File: config.mk
export PLATFORM = sky130hd
export DESIGN_NAME = btc_wb_sequencer_flat
export DESIGN_NICKNAME = d
export VERILOG_FILES = /design/src/rtl/btc_wb_sequencer_if.sv /design/src/rtl/btc_wb_sequencer.sv /design/src/flat_wrapper.sv
export SDC_FILE = /design/constraint.sdc
export NUM_CORES = 1
export LEC_CHECK = 0
export CORE_AREA = 2 2 108 110
export DETAILED_ROUTE_END_ITERATION = 16
export DIE_AREA = 0 0 110 112
export GPL_ROUTABILITY_DRIVEN = 0
export HOLD_SLACK_MARGIN = 0.03
export PLACE_DENSITY = 0.79
export SETUP_SLACK_MARGIN = 0.5
export SYNTH_ARGS = -nofsm -noshare
export SYNTH_HDL_FRONTEND = slang
export SYNTH_SLANG_ARGS = --single-unit
File: constraint.sdc
create_clock -name clk -period 4.7 [get_ports clk]
set_clock_uncertainty 0.2 [all_clocks]
set_input_delay 0.94 -clock clk [delete_from_list [all_inputs] [get_ports clk]]
set_output_delay 0.94 -clock clk [all_outputs]
set_load 0.005 [all_outputs]
File: src/rtl/btc_wb_sequencer_if.sv
// Wishbone classic bus between the job sequencer (master) and the hashing core
// register block (slave).
interface btc_wb_sequencer_if;
    logic [7:0]  wb_addr;
    logic [3:0]  wb_sel;
    logic        wb_we;
    logic [31:0] wb_wdata;
    logic        wb_cycle;
    logic        wb_strobe;
    logic [2:0]  wb_cti;
    logic [1:0]  wb_bte;
    logic [31:0] wb_rdata;
    logic        wb_ack;
    logic        wb_err;
    logic        wb_rty;

    modport master (
        output wb_addr, wb_sel, wb_we, wb_wdata, wb_cycle, wb_strobe, wb_cti, wb_bte,
        input  wb_rdata, wb_ack, wb_err, wb_rty
    );

    modport slave (
        input  wb_addr, wb_sel, wb_we, wb_wdata, wb_cycle, wb_strobe, wb_cti, wb_bte,
        output wb_rdata, wb_ack, wb_err, wb_rty
    );
endinterface

File: src/rtl/btc_wb_sequencer.sv
// Loads a 12-word mining job over Wishbone, starts the core, polls its status and
// returns the nonce result (or an error on bus abort/timeout) over a ready/valid port.
module btc_wb_sequencer #(
    parameter logic [7:0]  JOB_BASE    = 8'h00,
    parameter logic [7:0]  CTRL_ADDR   = 8'h30,
    parameter logic [31:0] CTRL_WORD   = 32'h0000_0003,
    parameter logic [7:0]  STATUS_ADDR = 8'h34,
    parameter logic [7:0]  NONCE_ADDR  = 8'h38,
    parameter int unsigned POLL_GAP    = 16,
    parameter int unsigned TIMEOUT     = 255
) (
    input  logic                 clk,
    input  logic                 arst_n,
    input  logic                 job_valid,
    output logic                 job_ready,
    input  logic [31:0]          job_data,
    btc_wb_sequencer_if.master   wb,
    output logic                 res_valid,
    input  logic                 res_ready,
    output logic [31:0]          res_nonce,
    output logic                 res_found,
    output logic                 res_err,
    output logic                 busy
);

    localparam logic [2:0] S_IDLE   = 3'd0;
    localparam logic [2:0] S_LOAD   = 3'd1;
    localparam logic [2:0] S_START  = 3'd2;
    localparam logic [2:0] S_GAP    = 3'd3;
    localparam logic [2:0] S_POLL   = 3'd4;
    localparam logic [2:0] S_NONCE  = 3'd5;
    localparam logic [2:0] S_RESULT = 3'd6;

    localparam logic [3:0]  LAST_IDX = 4'd11;
    localparam logic [15:0] GAP_LAST = 16'(POLL_GAP - 1);
    localparam logic [7:0]  TO_LAST  = 8'(TIMEOUT - 1);

    logic [1:0]  rst_sync_r;
    logic        core_rst_n_s;

    logic [2:0]  state_r;
    logic [3:0]  idx_r;
    logic [15:0] gap_cnt_r;
    logic [7:0]  to_cnt_r;

    logic        wb_cycle_r;
    logic        wb_strobe_r;
    logic        wb_we_r;
    logic [7:0]  wb_addr_r;
    logic [31:0] wb_wdata_r;

    logic        job_ready_r;
    logic        res_valid_r;
    logic [31:0] res_nonce_r;
    logic        res_found_r;
    logic        res_err_r;
    logic        busy_r;

    logic        term_s;
    logic        expire_s;
    logic        bus_abort_s;
    logic        bus_ok_s;
    logic        bus_done_s;

    logic        bus_start_s;
    logic [7:0]  start_addr_s;
    logic        start_we_s;
    logic [31:0] start_wdata_s;

    // Reset synchronizer: asserts with arst_n, releases on the second clk edge after it rises.
    always_ff @(posedge clk or negedge arst_n) begin
        if (!arst_n) begin
            rst_sync_r <= 2'b00;
        end else begin
            rst_sync_r <= {rst_sync_r[0], 1'b1};
        end
    end

    assign core_rst_n_s = rst_sync_r[1];

    // Responder inputs only count while our own cycle is open; err/rty win over ack.
    assign term_s      = wb_cycle_r & (wb.wb_ack | wb.wb_err | wb.wb_rty);
    assign expire_s    = wb_cycle_r & ~term_s & (to_cnt_r == TO_LAST);
    assign bus_abort_s = (wb_cycle_r & (wb.wb_err | wb.wb_rty)) | expire_s;
    assign bus_ok_s    = term_s & ~wb.wb_err & ~wb.wb_rty;
    assign bus_done_s  = term_s | expire_s;

    // Bus cycle request per state; every request is issued from a cycle with wb_cycle low.
    always_comb begin
        bus_start_s   = 1'b0;
        start_addr_s  = CTRL_ADDR;
        start_we_s    = 1'b0;
        start_wdata_s = 32'h0000_0000;
        case (state_r)
            S_LOAD: begin
                if (job_ready_r && job_valid) begin
                    bus_start_s   = 1'b1;
                    start_addr_s  = JOB_BASE + {2'b00, idx_r, 2'b00};
                    start_we_s    = 1'b1;
                    start_wdata_s = job_data;
                end else begin
                    bus_start_s   = 1'b0;
                end
            end
            S_START: begin
                if (!wb_cycle_r) begin
                    bus_start_s   = 1'b1;
                    start_addr_s  = CTRL_ADDR;
                    start_we_s    = 1'b1;
                    start_wdata_s = CTRL_WORD;
                end else begin
                    bus_start_s   = 1'b0;
                end
            end
            S_GAP: begin
                if (gap_cnt_r == GAP_LAST) begin
                    bus_start_s   = 1'b1;
                    start_addr_s  = STATUS_ADDR;
                end else begin
                    bus_start_s   = 1'b0;
                end
            end
            S_NONCE: begin
                if (!wb_cycle_r) begin
                    bus_start_s   = 1'b1;
                    start_addr_s  = NONCE_ADDR;
                end else begin
                    bus_start_s   = 1'b0;
                end
            end
            default: begin
                bus_start_s = 1'b0;
            end
        endcase
    end

    // Wishbone initiator: opens a cycle on request, closes it on termination or timeout.
    always_ff @(posedge clk or negedge core_rst_n_s) begin
        if (!core_rst_n_s) begin
            wb_cycle_r  <= 1'b0;
            wb_strobe_r <= 1'b0;
            wb_we_r     <= 1'b0;
            wb_addr_r   <= 8'h00;
            wb_wdata_r  <= 32'h0000_0000;
            to_cnt_r    <= 8'h00;
        end else if (bus_done_s) begin
            wb_cycle_r  <= 1'b0;
            wb_strobe_r <= 1'b0;
        end else if (wb_cycle_r) begin
            to_cnt_r    <= to_cnt_r + 8'd1;
        end else if (bus_start_s) begin
            wb_cycle_r  <= 1'b1;
            wb_strobe_r <= 1'b1;
            wb_we_r     <= start_we_s;
            wb_addr_r   <= start_addr_s;
            wb_wdata_r  <= start_wdata_s;
            to_cnt_r    <= 8'h00;
        end
    end

    // Job sequencing FSM; any aborted bus cycle short-circuits to an error result.
    always_ff @(posedge clk or negedge core_rst_n_s) begin
        if (!core_rst_n_s) begin
            state_r     <= S_IDLE;
            idx_r       <= 4'd0;
            gap_cnt_r   <= 16'd0;
            job_ready_r <= 1'b0;
            res_valid_r <= 1'b0;
            res_nonce_r <= 32'h0000_0000;
            res_found_r <= 1'b0;
            res_err_r   <= 1'b0;
            busy_r      <= 1'b0;
        end else if (bus_abort_s) begin
            state_r     <= S_RESULT;
            job_ready_r <= 1'b0;
            res_valid_r <= 1'b1;
            res_nonce_r <= 32'h0000_0000;
            res_found_r <= 1'b0;
            res_err_r   <= 1'b1;
        end else begin
            case (state_r)
                S_IDLE: begin
                    if (job_valid) begin
                        state_r     <= S_LOAD;
                        idx_r       <= 4'd0;
                        job_ready_r <= 1'b1;
                        busy_r      <= 1'b1;
                        res_nonce_r <= 32'h0000_0000;
                        res_found_r <= 1'b0;
                        res_err_r   <= 1'b0;
                    end
                end
                S_LOAD: begin
                    if (bus_start_s) begin
                        job_ready_r <= 1'b0;
                    end else if (bus_ok_s) begin
                        if (idx_r == LAST_IDX) begin
                            state_r     <= S_START;
                        end else begin
                            idx_r       <= idx_r + 4'd1;
                            job_ready_r <= 1'b1;
                        end
                    end
                end
                S_START: begin
                    if (bus_ok_s) begin
                        state_r   <= S_GAP;
                        gap_cnt_r <= 16'd0;
                    end
                end
                S_GAP: begin
                    if (gap_cnt_r == GAP_LAST) begin
                        state_r   <= S_POLL;
                    end else begin
                        gap_cnt_r <= gap_cnt_r + 16'd1;
                    end
                end
                S_POLL: begin
                    if (bus_ok_s) begin
                        if (wb.wb_rdata[0]) begin
                            res_found_r <= wb.wb_rdata[1];
                            state_r     <= S_NONCE;
                        end else begin
                            state_r     <= S_GAP;
                            gap_cnt_r   <= 16'd0;
                        end
                    end
                end
                S_NONCE: begin
                    if (bus_ok_s) begin
                        res_nonce_r <= wb.wb_rdata;
                        res_err_r   <= 1'b0;
                        res_valid_r <= 1'b1;
                        state_r     <= S_RESULT;
                    end
                end
                S_RESULT: begin
                    if (res_ready) begin
                        res_valid_r <= 1'b0;
                        busy_r      <= 1'b0;
                        state_r     <= S_IDLE;
                    end
                end
                default: begin
                    state_r     <= S_IDLE;
                    job_ready_r <= 1'b0;
                    res_valid_r <= 1'b0;
                    busy_r      <= 1'b0;
                end
            endcase
        end
    end

    assign wb.wb_cycle  = wb_cycle_r;
    assign wb.wb_strobe = wb_strobe_r;
    assign wb.wb_we     = wb_we_r;
    assign wb.wb_addr   = wb_addr_r;
    assign wb.wb_wdata  = wb_wdata_r;
    assign wb.wb_sel    = 4'hF;
    assign wb.wb_cti    = 3'b000;
    assign wb.wb_bte    = 2'b00;

    assign job_ready = job_ready_r;
    assign res_valid = res_valid_r;
    assign res_nonce = res_nonce_r;
    assign res_found = res_found_r;
    assign res_err   = res_err_r;
    assign busy      = busy_r;

endmodule

File: src/flat_wrapper.sv
// flat-port wrapper written by rule: the top's interface ports become plain ports
module btc_wb_sequencer_flat 
#(
    parameter logic [7:0]  JOB_BASE    = 8'h00,
    parameter logic [7:0]  CTRL_ADDR   = 8'h30,
    parameter logic [31:0] CTRL_WORD   = 32'h0000_0003,
    parameter logic [7:0]  STATUS_ADDR = 8'h34,
    parameter logic [7:0]  NONCE_ADDR  = 8'h38,
    parameter int unsigned POLL_GAP    = 16,
    parameter int unsigned TIMEOUT     = 255
)
  (clk, arst_n, job_valid, job_ready, job_data, res_valid, res_ready, res_nonce, res_found, res_err, busy, wb_wb_addr, wb_wb_sel, wb_wb_we, wb_wb_wdata, wb_wb_cycle, wb_wb_strobe, wb_wb_cti, wb_wb_bte, wb_wb_rdata, wb_wb_ack, wb_wb_err, wb_wb_rty);
  btc_wb_sequencer_if wb_i ();
  input  logic clk;
  input  logic arst_n;
  input  logic job_valid;
  output logic job_ready;
  input  logic [31:0] job_data;
  output logic res_valid;
  input  logic res_ready;
  output logic [31:0] res_nonce;
  output logic res_found;
  output logic res_err;
  output logic busy;
  output wire logic [$bits(wb_i.wb_addr)-1:0] wb_wb_addr;
  output wire logic [$bits(wb_i.wb_sel)-1:0] wb_wb_sel;
  output wire logic [$bits(wb_i.wb_we)-1:0] wb_wb_we;
  output wire logic [$bits(wb_i.wb_wdata)-1:0] wb_wb_wdata;
  output wire logic [$bits(wb_i.wb_cycle)-1:0] wb_wb_cycle;
  output wire logic [$bits(wb_i.wb_strobe)-1:0] wb_wb_strobe;
  output wire logic [$bits(wb_i.wb_cti)-1:0] wb_wb_cti;
  output wire logic [$bits(wb_i.wb_bte)-1:0] wb_wb_bte;
  input wire logic [$bits(wb_i.wb_rdata)-1:0] wb_wb_rdata;
  input wire logic [$bits(wb_i.wb_ack)-1:0] wb_wb_ack;
  input wire logic [$bits(wb_i.wb_err)-1:0] wb_wb_err;
  input wire logic [$bits(wb_i.wb_rty)-1:0] wb_wb_rty;
  assign wb_wb_addr = wb_i.wb_addr;
  assign wb_wb_sel = wb_i.wb_sel;
  assign wb_wb_we = wb_i.wb_we;
  assign wb_wb_wdata = wb_i.wb_wdata;
  assign wb_wb_cycle = wb_i.wb_cycle;
  assign wb_wb_strobe = wb_i.wb_strobe;
  assign wb_wb_cti = wb_i.wb_cti;
  assign wb_wb_bte = wb_i.wb_bte;
  assign wb_i.wb_rdata = wb_wb_rdata;
  assign wb_i.wb_ack = wb_wb_ack;
  assign wb_i.wb_err = wb_wb_err;
  assign wb_i.wb_rty = wb_wb_rty;
  btc_wb_sequencer #(.JOB_BASE(JOB_BASE), .CTRL_ADDR(CTRL_ADDR), .CTRL_WORD(CTRL_WORD), .STATUS_ADDR(STATUS_ADDR), .NONCE_ADDR(NONCE_ADDR), .POLL_GAP(POLL_GAP), .TIMEOUT(TIMEOUT)) u_core (.clk(clk), .arst_n(arst_n), .job_valid(job_valid), .job_ready(job_ready), .job_data(job_data), .wb(wb_i), .res_valid(res_valid), .res_ready(res_ready), .res_nonce(res_nonce), .res_found(res_found), .res_err(res_err), .busy(busy));
endmodule
==> results.md, run 1 <==
* Chip Width at 110 um
* Async SR Flop Fraction at 100.0%
* PD cells at 432.9 nW/um2
* Detail Route Antenna Nets at 0
* Top_reg_cell synth: dfrtp_1
* Worst-path clk slew at 0.07 ns
* H-tree levels at 3
* Layout cells sized above 1 at 6.279%
* Peak fanout along the critical path at 17
* Crit start category: flop
* YS warnings at 0
* Met3 Track Usage GR at 5.738%
* Power share of the clock group at 28.3%
* FF+latch count, synth at 109
* Setup CP Type: flop to flop
* Core area at 11,170 um2
* CTS Buf Count at 9
* Port Buffer Count at 146
* Final-report hold violation count at 0
* Yosys top cell by area: dfrtp_1
* Initial drt markers at 249
* Max_cap viols at 0
* Worst Hold Class: flop to flop
* Post-route minimum period at 3.087 ns
* Hpwl dp at 9130 um
* Final Max Tran Viols at 0
* Vias in the first global route at 4,496
* DR vias at 4,479
* Max IR drop VDD at 226.6 uV
* Post-synth EDFFs at 0
* Final net count at 723
* Worst path arrival time at 3.13 ns
* Initial antenna violation count at 0
* Number of diodes at 0
* Hold buffers post-CTS at 0
* Largest net degree at the start of global routing at 58
* CTS Sinks at 109
* Met2 Track Usage GR at 35.34%
* All-Layer GR Usage at 22.42%
* Drt pass-1 iters at 5
* Register share of total power at 40.4%
* DR DRC count at 0
* DR vias/cell at 5.627
* Main area contributors after synthesis: dfrtp_1 53%, o21ai_0 6.4%, a22o_1 5.5%, nand3_1 4.6%, nand2_1 3.7%
* Worst slew pin tran at 0.7714 ns
* IO Pins at 160
* Worst EP required at 4.74 ns
* Synth Instances at 517
* Rel. slew slack at 48.10%
* Setup repair bufs after CTS at 0
* Area grow syn2layout at 36.71%
* Met1 Track Usage GR at 29.99%
* Routed len/inst at 16.56 um
* Die height at 112 um
* CTS tree: yes
* Net Sw Frac at 35.19%
* First-pass GRT wire length at 21,980 um
* Clock Latency Late Sink at 0.35 ns
* P_leak at 3.147 nW
* Combinational fraction of design power at 31.3%
* Status: complete, no violations
* Fmax at 0.3239 GHz
* Switching power at 1.063 mW
* Top cells by count, synth: 109 x dfrtp_1, 65 x o21ai_0, 51 x nand2_1, 47 x nand3_1, 32 x a22o_1
* Final WL at 13,180 um
* Mapped cell area at 5106 um2
* RSZ-0062 raised after global routing: no
* CTS root buffer: clkbuf_16
* Fin crit share at 65.69%
* Most common cell in the synthesized netlist: dfrtp_1
* Row Count at 39
* Area of the die at 12,320 um2
* # setup viols final at 0
* Nature of the critical path endpoint: flop
* Final instance area at 6980 um2
* Post_cts resized at 0
* Total grt overflow at 0
* Synth cell types at 53
* Layer carrying the most global-route usage: met2
* TNS Setup at 0 ns
* Sequential share of the synthesized area at 53.42%
* Initial core utilization at 45.69%
* DP Area at 6641 um2
* Int Pwr at 1.958 mW
* Syn avg cell area at 9.876 um2
* CTS max path bufs at 2
* Yosys top cell area share at 53.42%
-- cell families (layout without fill, tap and decap cells) --
kind of cell / after synthesis / after routing / share of synthesized area (%)
simple gates: 168 / 168 / 16.74
compound gates: 165 / 165 / 21.22
flops: 109 / 109 / 53.42
buf+inv: 59 / 183 / 5.538
mux: 8 / 8 / 1.617
fa+ha+maj: 4 / 4 / 0.9802
other cells: 2 / 14 / 0.1471
xor+xnor: 2 / 2 / 0.3431
-- critical path: stages (launching register included) --
cell and delay (ns):
dfrtp_1 0.64, nor2b_1 0.66, nand2_1 0.55, nor2_1 0.28, nand2_1 0.23, o41ai_1 0.40
-- metrics by stage --
| step | power [mW] | util, % | setup WS [ns] | std cells | hold slack [ns] |
|---|---|---|---|---|---|
| 6_report | 3.022 | 62.47 | 1.613 | 796 | 0.1583 |
| 5_1_grt | 3.186 | 62.47 | 1.457 | 796 | 0.1642 |
| 4_1_cts | 3.036 | 62.47 | 1.713 | 796 | 0.1616 |
| 3_5_place_dp | 2.172 | 59.43 | 1.343 | 780 | 0.1386 |
| 3_3_place_gp | 2.138 | 59.43 | 1.405 | 780 | 0.1375 |
| 2_1_floorplan | 1.793 | - | 1.239 | 529 | 0.1312 |
-- sequential cells by signal, indices dropped and copies added, names as in the netlist --
signal,cells
u_core.state_r,3
u_core.busy,1
u_core.job_ready,1
u_core.wb.wb_addr,4
u_core.wb.wb_cycle,1
u_core.res_valid,1
u_core.res_found,1
u_core.wb.wb_strobe,1
u_core.wb.wb_wdata,32
u_core.idx_r,4
u_core.res_nonce,32
u_core.to_cnt_r,8
u_core.rst_sync_r,2
u_core.res_err,1
u_core.wb.wb_we,1
u_core.gap_cnt_r,16
-- per-layer routing --
| layer | share of wire [%] | up-vias |
|---|---|---|
| li1 | - | 2111 |
| met1 | 42 | 2184 |
| met2 | 48 | 169 |
| met3 | 7.7 | 15 |
| met4 | 1.4 | 0 |
| met5 | 0 | - |
-- final timing paths --
check                                      from  depth (start not counted)  slack, ns              endpoint
max                           u_core.state_r[1]                          5       1.61  u_core.gap_cnt_r[15]
min                        u_core.rst_sync_r[0]                          0       0.16  u_core.rst_sync_r[1]
max reg2reg                   u_core.state_r[1]                          5       1.61  u_core.gap_cnt_r[15]
min reg2reg                u_core.rst_sync_r[0]                          0       0.16  u_core.rst_sync_r[1]
max in group asynchronous  u_core.rst_sync_r[1]                          1       2.97  u_core.wb.wb_addr[3]
min in group asynchronous  u_core.rst_sync_r[1]                          0       0.18  u_core.wb.wb_addr[2]
-- power by group through the flow --
stage	sequential, mW	combinational, mW	clock [mW]
2_1_floorplan	1.17	0.627	0
3_3_place_gp	1.23	0.908	0
3_5_place_dp	1.23	0.938	0
4_1_cts	1.22	0.945	0.873
5_1_grt	1.24	1.04	0.905
6_report	1.22	0.945	0.856
-- layout make-up --
cell class | instances | area [um2]
well taps | 143 | 178.9
clock inverters | 6 | 100.1
multi-input cells | 361 | 2161
flip-flops and latches | 109 | 2731
clock buffers | 10 | 239.0
fillers | 945 | 4194
repair buffers | 154 | 1521
inverters | 13 | 48.80
-- cells in the final DEF (no fill, tap or decap), drive strengths merged, types with 3 or more instances in the layout --
cell,n
mux2i,6
o41ai,3
nand3,47
nand4,8
a21boi,4
o21ai,65
a22o,32
nor2,20
nor2b,4
a31o,3
nor4,8
nand2b,5
a21oi,23
conb,14
nand2,51
dfrtp,109
inv,16
and3,5
clkbuf,10
buf,8
o31ai,9
o211ai,3
ha,4
clkdlybuf4s50,146
a21o,6
a31oi,3
nor3,9
No activity file was read; power rests on OpenSTA's default activity.
==> run 2, diff against run 1 <==
- clock period: 4.7 -> 3 ns (I/O delays scaled with it)
==> results.md, run 2 (synthesis gave the netlist of run 1 again) <==
* Fin cells at 807 (was 796)
* Fin crit share at 81.58%
* Clock Latency Late Sink at 0.35 ns (about the same)
* Int Pwr at 3.038 mW (was 1.958 mW)
* TNS Setup at 0 ns (unchanged)
* CTS tree: yes (unchanged)
* Chip Width at 110 um (unchanged)
* Hold depth at 0 (unchanged)
* H-tree levels at 3 (unchanged)
* Max_cap viols at 0 (unchanged)
* Final Max Tran Viols at 0 (unchanged)
* Overall Power at 4.781 mW (was 3.022 mW)
* Final-report hold violation count at 0 (unchanged)
* Initial core utilization at 45.69% (unchanged)
* Routed len/inst at 16.59 um (was 16.56 um)
* Cells after DPL at 788 (was 780)
* Final net count at 734 (was 723)
* Drt pass-1 iters at 5 (unchanged)
* Setup ws final at 0.5527 ns (was 1.613 ns)
* Detail Route Antenna Nets at 0 (unchanged)
* Register share of total power at 39.2% (was 40.4%)
* Status: complete, no violations (unchanged)
* P_leak at 3.212 nW (was 3.147 nW)
* CTS Sinks at 109 (unchanged)
* Most common cell after layout, fill and taps aside: clkdlybuf4s50_1 (unchanged)
* Setup CP Type: input pin to flop (was flop to flop)
* Initial antenna violation count at 0 (unchanged)
* Core area at 11,170 um2 (unchanged)
* Worst-path clk slew at 0.07 ns (about the same)
* Layout cells sized above 1 at 8.584% (was 6.279%)
* Post-route minimum period at 2.447 ns
* DR vias/cell at 5.660 (was 5.627)
* Filler cells at 906 (was 945)
* Row Count at 39 (unchanged)
* Initial drt markers at 267 (was 249)
* Worst r2r path cells at 6 (was 5)
* CTS root buffer: clkbuf_16 (unchanged)
* DR vias at 4,568 (was 4,479)
* Total grt overflow at 0 (unchanged)
* Port Buffer Count at 146 (unchanged)
* Worst slew pin tran at 0.8995 ns (was 0.7714 ns)
* CTS max path bufs at 2 (unchanged)
* Combinational fraction of design power at 36.0% (was 31.3%)
* Area of the die at 12,320 um2 (unchanged)
* Worst EP required at 3.06 ns (was 4.74 ns)
* Worst slack, placed at 0.03334 ns (was 1.343 ns)
* Worst path arrival time at 2.50 ns (was 3.13 ns)
* Switching power at 1.742 mW (was 1.063 mW)
* Hold buffers post-CTS at 0 (unchanged)
* Rel. slew slack at 39.48% (was 48.10%)
* Area grow syn2layout at 39.13% (was 36.71%)
* Largest net degree at the start of global routing at 56 (was 58)
* First-pass GRT wire length at 21,910 um (was 21,980 um)
* Max IR drop VDD at 410.1 uV (was 226.6 uV)
* RSZ-0062 raised after global routing: yes (was no)
* Final WL at 13,390 um (was 13,180 um)
* R2r setup slk at 0.65 ns (was 1.61 ns)
* Power share of the clock group at 24.8% (was 28.3%)
* Vias in the first global route at 4,420 (was 4,496)
* DR DRC count at 0 (unchanged)
* All-Layer GR Usage at 22.39% (was 22.42%)
* # setup viols final at 0 (unchanged)
* CTS Buf Count at 9 (unchanged)
* Net Sw Frac at 36.45% (was 35.19%)
* Fmax at 0.4086 GHz
* IO Pins at 160 (unchanged)
* Peak fanout along the critical path at 8 (was 17)
* Nature of the critical path endpoint: flop (unchanged)
* Die height at 112 um (unchanged)
* Number of diodes at 0 (unchanged)
* PD cells at 672.9 nW/um2 (was 432.9 nW/um2)
* Hpwl dp at 9276 um (was 9130 um)
* Worst Hold Class: flop to flop (unchanged)
* Most frequent cells in the layout: 145 x clkdlybuf4s50_1, 108 x dfrtp_1, 64 x o21ai_0 (was 146 x clkdlybuf4s50_1, 108 x dfrtp_1, 65 x o21ai_0)
* Crit start category: input pin (was flop)
==> run 2: timing repair <==
action / 4_1_cts / 5_1_grt
pin swaps: 0 / 1
buffers inserted: 0 / 3
endpoints found under the setup margin: 39 / 79
gates resized for setup: 4 / 11
hold endpoints to repair: 0 / 0
==> run 2: worst max-delay path, stage by stage <==
cell and delay [ns]:
clkdlybuf4s50_1 0.45, and4bb_4 0.43, a21boi_1 0.19, o22ai_1 0.15, or3_4 0.44, o311ai_2 0.25
==> run 2: power groups by stage <==
stage	sequential, mW	combinational [mW]	clock [mW]
2_1_floorplan	1.83	0.983	0
3_3_place_gp	1.87	1.58	0
3_5_place_dp	1.89	1.63	0
4_1_cts	1.86	1.65	1.21
5_1_grt	1.90	1.90	1.28
6_report	1.87	1.72	1.19
==> run 2: worst paths after layout <==
check | to | from
max | u_core.state_r[1] | wb_wb_err
min | u_core.rst_sync_r[1] | u_core.rst_sync_r[0]
max reg2reg | u_core.state_r[1] | u_core.gap_cnt_r[0]
min reg2reg | u_core.rst_sync_r[1] | u_core.rst_sync_r[0]
max in group asynchronous | u_core.wb.wb_wdata[19] | u_core.rst_sync_r[1]
min in group asynchronous | u_core.gap_cnt_r[3] | u_core.rst_sync_r[1]
==> run 2: metrics by stage <==
step / hold slack [ns] / util (%) / cell area [um2]
after floorplan: 0.1044 / - / 5152
after global placement: 0.1371 / 60.19 / 6726
after detailed placement: 0.1405 / 60.19 / 6726
after CTS: 0.1569 / 63.04 / 7044
after global routing: 0.1711 / 63.58 / 7104
final: 0.1544 / 63.58 / 7104
==> run 2: layout make-up <==
type / count / area, um2 / share of cell area [%]
multi-input cells: 361 / 2200 / 30.96
clock buffers: 10 / 239.0 / 3.364
repair buffers: 165 / 1644 / 23.14
inverters: 13 / 48.80 / 0.6869
clock inverters: 6 / 62.56 / 0.8806
well taps: 143 / 178.9 / 2.518
flip-flops and latches: 109 / 2731 / 38.45
==> run 2: layer usage <==
layer  up-vias  track usage (%)  share of wire, %
met5         -                0                 0
met4         0            7.089               1.3
met3        20            7.377               9.0
met2       172            35.46                49
met1      2238            28.99                41
li1       2138                -                 -
==> run 3, diff against run 2 <==
- clock period: 3 -> 2.45 ns (I/O delays scaled with it)
==> results.md, run 3 (synthesis gave the netlist of run 1 again) <==
* Initial drt markers at 438 (was 267)
* Combinational fraction of design power at 52.0% (was 36.0%)
* CTS Sinks at 109 (unchanged)
* Register share of total power at 29.5% (was 39.2%)
* Net Sw Frac at 37.81% (was 36.45%)
* RSZ-0062 raised after global routing: yes (unchanged)
* Drt pass-1 iters at 6 (was 5)
* DP Area at 6932 um2 (was 6726 um2)
* Layout cells sized above 1 at 27.70% (was 8.584%)
* Rel. slew slack at 44.08% (was 39.48%)
* CTS tree: yes (unchanged)
* CTS Buf Count at 9 (unchanged)
* Nature of the critical path endpoint: flop (unchanged)
* FF-to-FF Start: u_core.gap_cnt_r[1] (was u_core.gap_cnt_r[0])
* IO Pins at 160 (unchanged)
* Hold buffers post-CTS at 0 (unchanged)
* Largest net degree at the start of global routing at 48 (was 56)
* TNS Setup at 0 ns (unchanged)
* Fin crit share at 89.57%
* Worst EP required at 2.55 ns (was 3.06 ns)
* # setup viols final at 0 (unchanged)
* Initial antenna violation count at 0 (unchanged)
* Final net count at 811 (was 734)
* Overall Power at 7.622 mW (was 4.781 mW)
* P_leak at 4.177 nW (was 3.212 nW)
* Worst r2r path cells at 8 (was 6)
* Total grt overflow at 0 (unchanged)
* Die height at 112 um (unchanged)
* Setup CP Type: flop to flop (was input pin to flop)
* Post-route minimum period at 2.194 ns
* Row Count at 39 (unchanged)
* Switching power at 2.882 mW (was 1.742 mW)
* Hpwl dp at 9562 um (was 9276 um)
* Origin of the worst setup path: u_core.gap_cnt_r[1] (was wb_wb_err)
* Vias in the first global route at 5,010 (was 4,420)
* Slowest cell delay on critical path at 0.43 ns (was 0.45 ns)
* Fmax at 0.4557 GHz
* Crit-path cells: ha_4 -> and3_4 -> and4_4 -> a211oi_4 -> buf_12 -> bufbuf_16 -> o21ai_1 -> nand2_1 (was clkdlybuf4s50_1 -> and4bb_4 -> a21boi_1 -> o22ai_1 -> or3_4 -> o311ai_2)
* DR vias at 5,294 (was 4,568)
* CTS max path bufs at 2 (unchanged)
* Port Buffer Count at 146 (unchanged)
* Final WL at 18,120 um (was 13,390 um)
* Crit start category: flop (was input pin)
* Most frequent cells in the layout: 115 x clkdlybuf4s50_1, 99 x dfrtp_1, 64 x buf_4 (was 145 x clkdlybuf4s50_1, 108 x dfrtp_1, 64 x o21ai_0)
* First-pass GRT wire length at 24,670 um (was 21,910 um)
* Int Pwr at 4.740 mW (was 3.038 mW)
* Worst-path clk slew at 0.08 ns (was 0.07 ns)
* Most common cell after layout, fill and taps aside: clkdlybuf4s50_1 (unchanged)
* Area grow syn2layout at 64.18% (was 39.13%)
* Chip Width at 110 um (unchanged)
* All-Layer GR Usage at 25.38% (was 22.39%)
* Core area at 11,170 um2 (unchanged)
* Worst slack, placed at -0.2777 ns (was 0.03334 ns)
* DR DRC count at 0 (unchanged)
* PD cells at 909.3 nW/um2 (was 672.9 nW/um2)
* Clock Latency Late Sink at 0.36 ns (was 0.35 ns)
* Peak fanout along the critical path at 9 (was 8)
* Area of the die at 12,320 um2 (unchanged)
* Number of diodes at 0 (unchanged)
* Critical path's slowest cell: dfrtp_1 (was clkdlybuf4s50_1)
* DR vias/cell at 5.995 (was 5.660)
* Worst slew pin tran at 0.8351 ns (was 0.8995 ns)
* Detail Route Antenna Nets at 0 (unchanged)
* CTS root buffer: clkbuf_16 (unchanged)
* Max IR drop VDD at 615.2 uV (was 410.1 uV)
* Status: complete, no violations (unchanged)
* Worst path arrival time at 2.29 ns (was 2.50 ns)
* Routed len/inst at 20.52 um (was 16.59 um)
* Filler cells at 689 (was 906)
* Max_cap viols at 0 (unchanged)
* Power share of the clock group at 18.4% (was 24.8%)
* Worst Hold Class: input pin to asynchronous set/reset pin (was flop to flop)
* Setup ws final at 0.2556 ns (was 0.5527 ns)
* H-tree levels at 3 (unchanged)
* Final instance area at 8383 um2 (was 7104 um2)
* Final Max Tran Viols at 0 (unchanged)
* Initial core utilization at 45.69% (unchanged)
* Final-report hold violation count at 0 (unchanged)
## run 3: through the flow
stage | hold slack, ns | util (%) | std cells
finish | 0.09649 | 75.02 | 883
global placement | 0.1410 | 62.03 | 808
floorplan | -0.005591 | - | 529
detailed placement | 0.1402 | 62.03 | 808
global route | 0.09953 | 75.02 | 883
CTS | 0.09669 | 70.13 | 856
## run 3: per-layer routing
| metal | global-route usage, % | wire [um] |
|---|---|---|
| met1 | 31.65 | 6572 |
| met2 | 41.64 | 9159 |
| met3 | 7.963 | 1636 |
| met4 | 8.186 | 751 |
| met5 | 0 | 0 |
## run 3: path summary, 6_finish.rpt
| path | to | slack (ns) |
|---|---|---|
| max in group asynchronous | u_core.wb.wb_cycle | 1.18 |
| min reg2reg | u_core.gap_cnt_r[3] | 0.13 |
| max reg2reg | u_core.wb.wb_wdata[28] | 0.26 |
| max | u_core.wb.wb_wdata[28] | 0.26 |
| min | u_core.rst_sync_r[1] | 0.1 |
| min in group clk | u_core.rst_sync_r[1] | 0.16 |
## run 3: cell type report
type	count	area [um2]	area share [%]
Clock buffer	10	229.0	2.731
Timing Repair Buffer	241	2541	30.31
Tap cell	143	178.9	2.134
Multi-Input combinational cell	362	2596	30.97
Inverter	13	48.80	0.5821
Clock inverter	5	46.29	0.5522
Sequential cell	109	2743	32.72
## run 3: timing repair
action                     CTS  global route
setup buffers               26            25
setup endpoints to repair  108           136
pin swaps                   18            30
gates resized for setup     89           113
cloned                       7             2
## run 3: power groups by stage
stage / Sequential (mW) / Clock [mW] / Combinational, mW
floorplan: 2.24 / 0 / 1.25
CTS: 2.24 / 1.39 / 3.22
finish: 2.25 / 1.41 / 3.97
global route: 2.27 / 1.49 / 4.15
detailed placement: 2.28 / 0 / 2.18
global placement: 2.27 / 0 / 2.12
## run 3: critical path, delay by kind of cell (launching register included)
family / cells / cell delay [ns]
buffers and inverters: 2 / 0.48
DFF: 1 / 0.43
and+or+nand+nor: 3 / 0.41
AOI/OAI and AO/OA: 2 / 0.41
adders and majority gates: 1 / 0.18
